<file path="src/rtl/rps_match_controller.sv">
// Rock-paper-scissors match controller.
// Collects one move per player over valid/ready, holds the pair on the
// judge inputs for a single JUDGE cycle, then samples the judge result.
// It keeps the score and closes the match on the win target or the round limit.
// Every output is a flop. judge_p1/judge_p2 are the move latches themselves.
module rps_match_controller #(
  parameter int WINS_TO_MATCH = 3,
  parameter int MAX_ROUNDS    = 15,
  parameter int SCORE_W       = 4,
  parameter int ROUND_W       = 4
) (
  input  logic               clk,
  input  logic               rst,
  input  logic               start,
  input  logic               p1_valid,
  input  logic [1:0]         p1_move,
  output logic               p1_ready,
  input  logic               p2_valid,
  input  logic [1:0]         p2_move,
  output logic               p2_ready,
  output logic [1:0]         judge_p1,
  output logic [1:0]         judge_p2,
  input  logic [1:0]         judge_result,
  output logic               round_done,
  output logic [1:0]         round_result,
  output logic [SCORE_W-1:0] p1_score,
  output logic [SCORE_W-1:0] p2_score,
  output logic [ROUND_W-1:0] round_count,
  output logic               match_active,
  output logic               match_done,
  output logic [1:0]         match_winner
);

  typedef enum logic [1:0] {
    S_IDLE    = 2'd0,
    S_COLLECT = 2'd1,
    S_JUDGE   = 2'd2,
    S_DONE    = 2'd3
  } state_e;

  localparam logic [1:0] MV_NONE = 2'b00;
  localparam logic [1:0] RES_P1  = 2'b01;
  localparam logic [1:0] RES_P2  = 2'b10;
  localparam logic [1:0] RES_TIE = 2'b11;

  localparam logic [SCORE_W-1:0] WIN_TGT = SCORE_W'(WINS_TO_MATCH);
  localparam logic [ROUND_W-1:0] RND_TGT = ROUND_W'(MAX_ROUNDS);

  state_e             state_q, state_d;
  logic               p1_ready_q, p1_ready_d;
  logic               p2_ready_q, p2_ready_d;
  logic [1:0]         judge_p1_q, judge_p1_d;
  logic [1:0]         judge_p2_q, judge_p2_d;
  logic               round_done_q, round_done_d;
  logic [1:0]         round_result_q, round_result_d;
  logic [SCORE_W-1:0] p1_score_q, p1_score_d;
  logic [SCORE_W-1:0] p2_score_q, p2_score_d;
  logic [ROUND_W-1:0] round_count_q, round_count_d;
  logic               match_active_q, match_active_d;
  logic               match_done_q, match_done_d;
  logic [1:0]         match_winner_q, match_winner_d;

  logic               p1_acc, p2_acc;
  logic               match_over;

  // Next-state and next-output computation for the whole controller
  always_comb begin
    state_d        = state_q;
    judge_p1_d     = judge_p1_q;
    judge_p2_d     = judge_p2_q;
    round_done_d   = 1'b0;
    round_result_d = round_result_q;
    p1_score_d     = p1_score_q;
    p2_score_d     = p2_score_q;
    round_count_d  = round_count_q;
    match_winner_d = match_winner_q;
    p1_acc         = 1'b0;
    p2_acc         = 1'b0;
    match_over     = 1'b0;

    case (state_q)
      // A new match starts from a clean slate whether coming from IDLE or DONE
      S_IDLE, S_DONE: begin
        if (start) begin
          state_d        = S_COLLECT;
          judge_p1_d     = MV_NONE;
          judge_p2_d     = MV_NONE;
          round_result_d = 2'b00;
          p1_score_d     = '0;
          p2_score_d     = '0;
          round_count_d  = '0;
          match_winner_d = 2'b00;
        end
      end

      S_COLLECT: begin
        // A "none" move is dropped and leaves ready high, so the player can retry
        p1_acc = p1_valid && p1_ready_q && (p1_move != MV_NONE);
        p2_acc = p2_valid && p2_ready_q && (p2_move != MV_NONE);
        if (p1_acc) judge_p1_d = p1_move;
        if (p2_acc) judge_p2_d = p2_move;
        // A held latch is never 00, so a nonzero latch marks that player as held
        if ((judge_p1_d != MV_NONE) && (judge_p2_d != MV_NONE))
          state_d = S_JUDGE;
      end

      S_JUDGE: begin
        // The judge has had the whole cycle to settle on the latched pair
        round_done_d   = 1'b1;
        round_result_d = judge_result;
        round_count_d  = round_count_q + ROUND_W'(1);
        if (judge_result == RES_P1) p1_score_d = p1_score_q + SCORE_W'(1);
        if (judge_result == RES_P2) p2_score_d = p2_score_q + SCORE_W'(1);
        judge_p1_d = MV_NONE;
        judge_p2_d = MV_NONE;

        match_over = (p1_score_d == WIN_TGT) || (p2_score_d == WIN_TGT) ||
                     (round_count_d == RND_TGT);
        if (match_over) begin
          state_d = S_DONE;
          // A player on the win target beats a plain score lead
          if (p1_score_d == WIN_TGT)        match_winner_d = RES_P1;
          else if (p2_score_d == WIN_TGT)   match_winner_d = RES_P2;
          else if (p1_score_d > p2_score_d) match_winner_d = RES_P1;
          else if (p2_score_d > p1_score_d) match_winner_d = RES_P2;
          else                              match_winner_d = RES_TIE;
        end else begin
          state_d = S_COLLECT;
        end
      end

      default: state_d = S_IDLE;
    endcase

    // Outputs follow the state being entered, so they line up with it
    p1_ready_d     = (state_d == S_COLLECT) && (judge_p1_d == MV_NONE);
    p2_ready_d     = (state_d == S_COLLECT) && (judge_p2_d == MV_NONE);
    match_active_d = (state_d == S_COLLECT) || (state_d == S_JUDGE);
    match_done_d   = (state_d == S_DONE);
  end

  // State and registered outputs, with synchronous reset to IDLE
  always_ff @(posedge clk) begin
    if (rst) begin
      state_q        <= S_IDLE;
      p1_ready_q     <= 1'b0;
      p2_ready_q     <= 1'b0;
      judge_p1_q     <= MV_NONE;
      judge_p2_q     <= MV_NONE;
      round_done_q   <= 1'b0;
      round_result_q <= 2'b00;
      p1_score_q     <= '0;
      p2_score_q     <= '0;
      round_count_q  <= '0;
      match_active_q <= 1'b0;
      match_done_q   <= 1'b0;
      match_winner_q <= 2'b00;
    end else begin
      state_q        <= state_d;
      p1_ready_q     <= p1_ready_d;
      p2_ready_q     <= p2_ready_d;
      judge_p1_q     <= judge_p1_d;
      judge_p2_q     <= judge_p2_d;
      round_done_q   <= round_done_d;
      round_result_q <= round_result_d;
      p1_score_q     <= p1_score_d;
      p2_score_q     <= p2_score_d;
      round_count_q  <= round_count_d;
      match_active_q <= match_active_d;
      match_done_q   <= match_done_d;
      match_winner_q <= match_winner_d;
    end
  end

  assign p1_ready     = p1_ready_q;
  assign p2_ready     = p2_ready_q;
  assign judge_p1     = judge_p1_q;
  assign judge_p2     = judge_p2_q;
  assign round_done   = round_done_q;
  assign round_result = round_result_q;
  assign p1_score     = p1_score_q;
  assign p2_score     = p2_score_q;
  assign round_count  = round_count_q;
  assign match_active = match_active_q;
  assign match_done   = match_done_q;
  assign match_winner = match_winner_q;

endmodule
</file>
<file path="config.mk">
export PLATFORM = sky130hd
export DESIGN_NAME = rps_match_controller
export DESIGN_NICKNAME = d
export VERILOG_FILES = /design/src/rtl/rps_match_controller.sv
export SDC_FILE = /design/constraint.sdc
export NUM_CORES = 1
export LEC_CHECK = 0
export BUFFER_PORTS_ARGS = -buffer_cell sky130_fd_sc_hd__buf_2
export CAP_MARGIN = 20
export CORE_MARGIN = 4
export CORE_UTILIZATION = 48
export DETAILED_ROUTE_END_ITERATION = 16
export PLACE_DENSITY_LB_ADDON = 0.08
export REMOVE_ABC_BUFFERS = 1
export SLEW_MARGIN = 15
export SYNTH_ARGS = -nofsm -noshare
export SYNTH_HDL_FRONTEND = slang
export SYNTH_SLANG_ARGS = --single-unit
export TNS_END_PERCENT = 30
</file>
<file path="constraint.sdc">
create_clock -name clk -period 2.04 [get_ports clk]
set_input_delay 0.306 -clock clk [delete_from_list [all_inputs] [get_ports clk]]
set_output_delay 0.306 -clock clk [all_outputs]
set_load 0.02 [all_outputs]
</file>
==> flow_metrics.tcl <==
set metrics [dict create \
    powerDensity_nw_per_um2 441 \
    ir_worst_vdd_mv 0.234 \
    syn2layout_area_growth_pct 31.8 \
    fmax_mhz 500 \
    die_h_um 64.7 \
    drt_drc_violations_left 0 \
    cts_root_buf "clkbuf_4" \
    ios 36 \
    synth_warnings 0 \
    fin_crit_ps 2000 \
    synth_flop_cell "dfxtp_1" \
    cap_viol_max_count 0 \
    seq_area_frac_synth 0.350 \
    vias 1594 \
    hold_viol_final 0 \
    cts_tree "yes" \
    hold_slack_ps 293 \
    grt_setup_unrepaired "true" \
    synth_edf_count 0 \
    finalMaxSlewViolations 0 \
    grtUsageTotal 0.192 \
    tightest_slew_ps 509 \
    synth_area_per_cell_um2 8.39 \
    synth_cells 184 \
    async_flop_share 0 \
    fin_crit_sh 0.981 \
    synth_area_leaders "dfxtp_1 (35%), ha_1 (8.9%), nor2_1 (6.3%)" \
    dieWidth_um 64.7 \
    finalSetupTns_ps 0 \
    cts_buffers 3 \
    worstSetupPathType "flop to flop" \
    nNetsFinal 262 \
    dr_wl_met2_mm 1.92 \
    place.port_buffers 35 \
    cts_max_path_buffers 2 \
    clockPowerShare 0.269 \
    num_rows 20 \
    leakagePower_uw 0.000897 \
    synth_most_common_cell "dfxtp_1" \
    wl_mm 4.00 \
    synth-simple-area-share 0.299 \
    cp.arrival_ps 2290 \
    p_comb_frac 0.131 \
    htreeDepth 1 \
    wire_per_inst_um 14.1 \
    switchingPower_uw 244 \
    multiInputGateArea_um2 1040 \
    ys_ff_latch 27 \
    path_clk_slew_ps 160 \
    final-seq-area_um2 554 \
    crit_required_ps 2330 \
    post-dp-hpwl_mm 2.96 \
    skew_ps 5.57 \
    wl_met1_mm 1.76 \
    synthMuxAreaShare 0 \
    first_pass_iters 4 \
    dr.max_layer_used "met4" \
    seqPwrFrac 0.600 \
    antenna_found_initial 0 \
    fin_util 0.666 \
    start_util 0.506 \
    ys_types 41 \
    viasPerCell 5.63 \
    cp-start-kind "flop" \
    synth_top_family_by_area "simple AND/OR/NAND/NOR gates" \
    drtIter0Drc 96 \
    core_um2 3050 \
    setup_viol 0 \
    synth.top_cell.area_share 0.350 \
    yosys.area.top_type "dfxtp_1" \
    drtAntennaViolNets 0 \
    synth_compound_area_frac 0.209 \
    dr_wl_met3_um 263 \
    switching_share 0.272 \
    p_int_uw 653 \
    synth-xor-area-share 0.0284 \
    drive_gt1_frac 0.368 \
    insertion_delay_ps 330 \
    relSlewSlack 0.661 \
    num-fill-cells 260 \
    synth_area_um2 1540 \
    diodes 0 \
    grt_max_degree 27 \
    synthAdderAreaFrac 0.0891 \
    cp_max_fo 4 \
    clock_sink_count 27 \
    grt_pass1_vias 1522 \
    grt_pass1_wl_mm 6.56 \
    cp-end-kind "flop" \
    grt_overflow 0 \
    yosys-top-cells-count "dfxtp_1 (27), nor2_1 (26), a21oi_1 (14)" \
    status "finished, final reports clean" \
    hold_path_class "primary input to flop" \
    gp_congestion 0.840 \
    die_area_um2 4190 \
]
==> power by group through the flow <==
stage / sequential, uW / clock, uW / combinational, uW
global route: 540 / 268 / 131
detailed placement: 553 / 0 / 112
floorplan: 559 / 0 / 50.4
CTS: 542 / 246 / 113
finish: 538 / 241 / 118
global placement: 552 / 0 / 108
==> critical path, cell delays in order, from the launching register on <==
cell      delay (ps)
dfxtp_4          400
ha_4             120
nand3b_1         120
xnor2_2          280
nand4b_1         210
nand3_2          110
a221oi_4         300
ha_2             230
and4b_1          190
==> path summary, 6_finish.rpt <==
path	start	end	slack [ps]	cells past startpoint
max	p2_score[1]$_SDFFE_PP0P_	p2_ready$_SDFF_PP0_	40	8
min	p2_move[0]	judge_p2[0]$_SDFF_PP0_	290	3
max reg2reg	p2_score[1]$_SDFFE_PP0P_	p2_ready$_SDFF_PP0_	40	8
min reg2reg	match_winner[1]$_SDFFE_PP0P_	match_winner[1]$_SDFFE_PP0P_	530	2
==> cell families (layout without fill, tap and decap cells) <==
logic type	count (synthesis)	count (layout)
buffers and inverters	10	65
AND/OR/NAND/NOR	82	82
adder cells (fa/ha/maj)	11	11
flip-flops	27	27
XOR/XNOR	5	5
AO/OA/AOI/OAI	49	49
==> cell type report <==
cell class,count,area share
tap,44,0.0271
clock inverter,1,0.00246
clock buffer,3,0.0111
timing repair buffer,57,0.167
sequential,27,0.272
multi-input combinational,147,0.512
inverter,4,0.00738
==> registers in the layout, summed over array words and instances (netlist names) <==
signal,cells
round_count,4
match_winner,2
judge_p2,2
round_result,2
p2_ready,1
match_done,1
round_done,1
p1_score,4
judge_p1,2
p1_ready,1
state_q,2
p2_score,4
match_active,1
==> timing repair <==
action | CTS | global route
setup buffers | 1 | 1
hold buffers | 0 | 0
setup endpoints to repair | 4 | 7
resized for setup | 9 | 15
pin swaps | 1 | 10
==> through the flow <==
step | cells | area [um^2] | total power [uW] | worst slack [ps]
3_5_place_dp | 277 | 1900 | 664 | -252
2_1_floorplan | 178 | 1520 | 609 | -205
3_3_place_gp | 277 | 1900 | 661 | -185
5_1_grt | 283 | 2030 | 939 | -95.8
6_report | 283 | 2030 | 897 | 38.6
4_1_cts | 282 | 1970 | 901 | 17.6
==> cells in the final DEF (no fill, tap or decap), types with 5 or more instances in the layout <==
cell / instances
nand3b_1: 5
dfxtp_1: 22
ha_1: 8
a21oi_1: 13
o21ai_0: 10
nor2_1: 26
buf_2: 35
buf_4: 22
a22oi_1: 6
nand2_1: 11
==> routing by layer <==
metal,vias up,GRT usage
met5,-,0
li1,791,-
met4,0,0.0501
met3,9,0.0260
met2,55,0.333
met1,739,0.249
No activity file was read; power rests on OpenSTA's default activity.
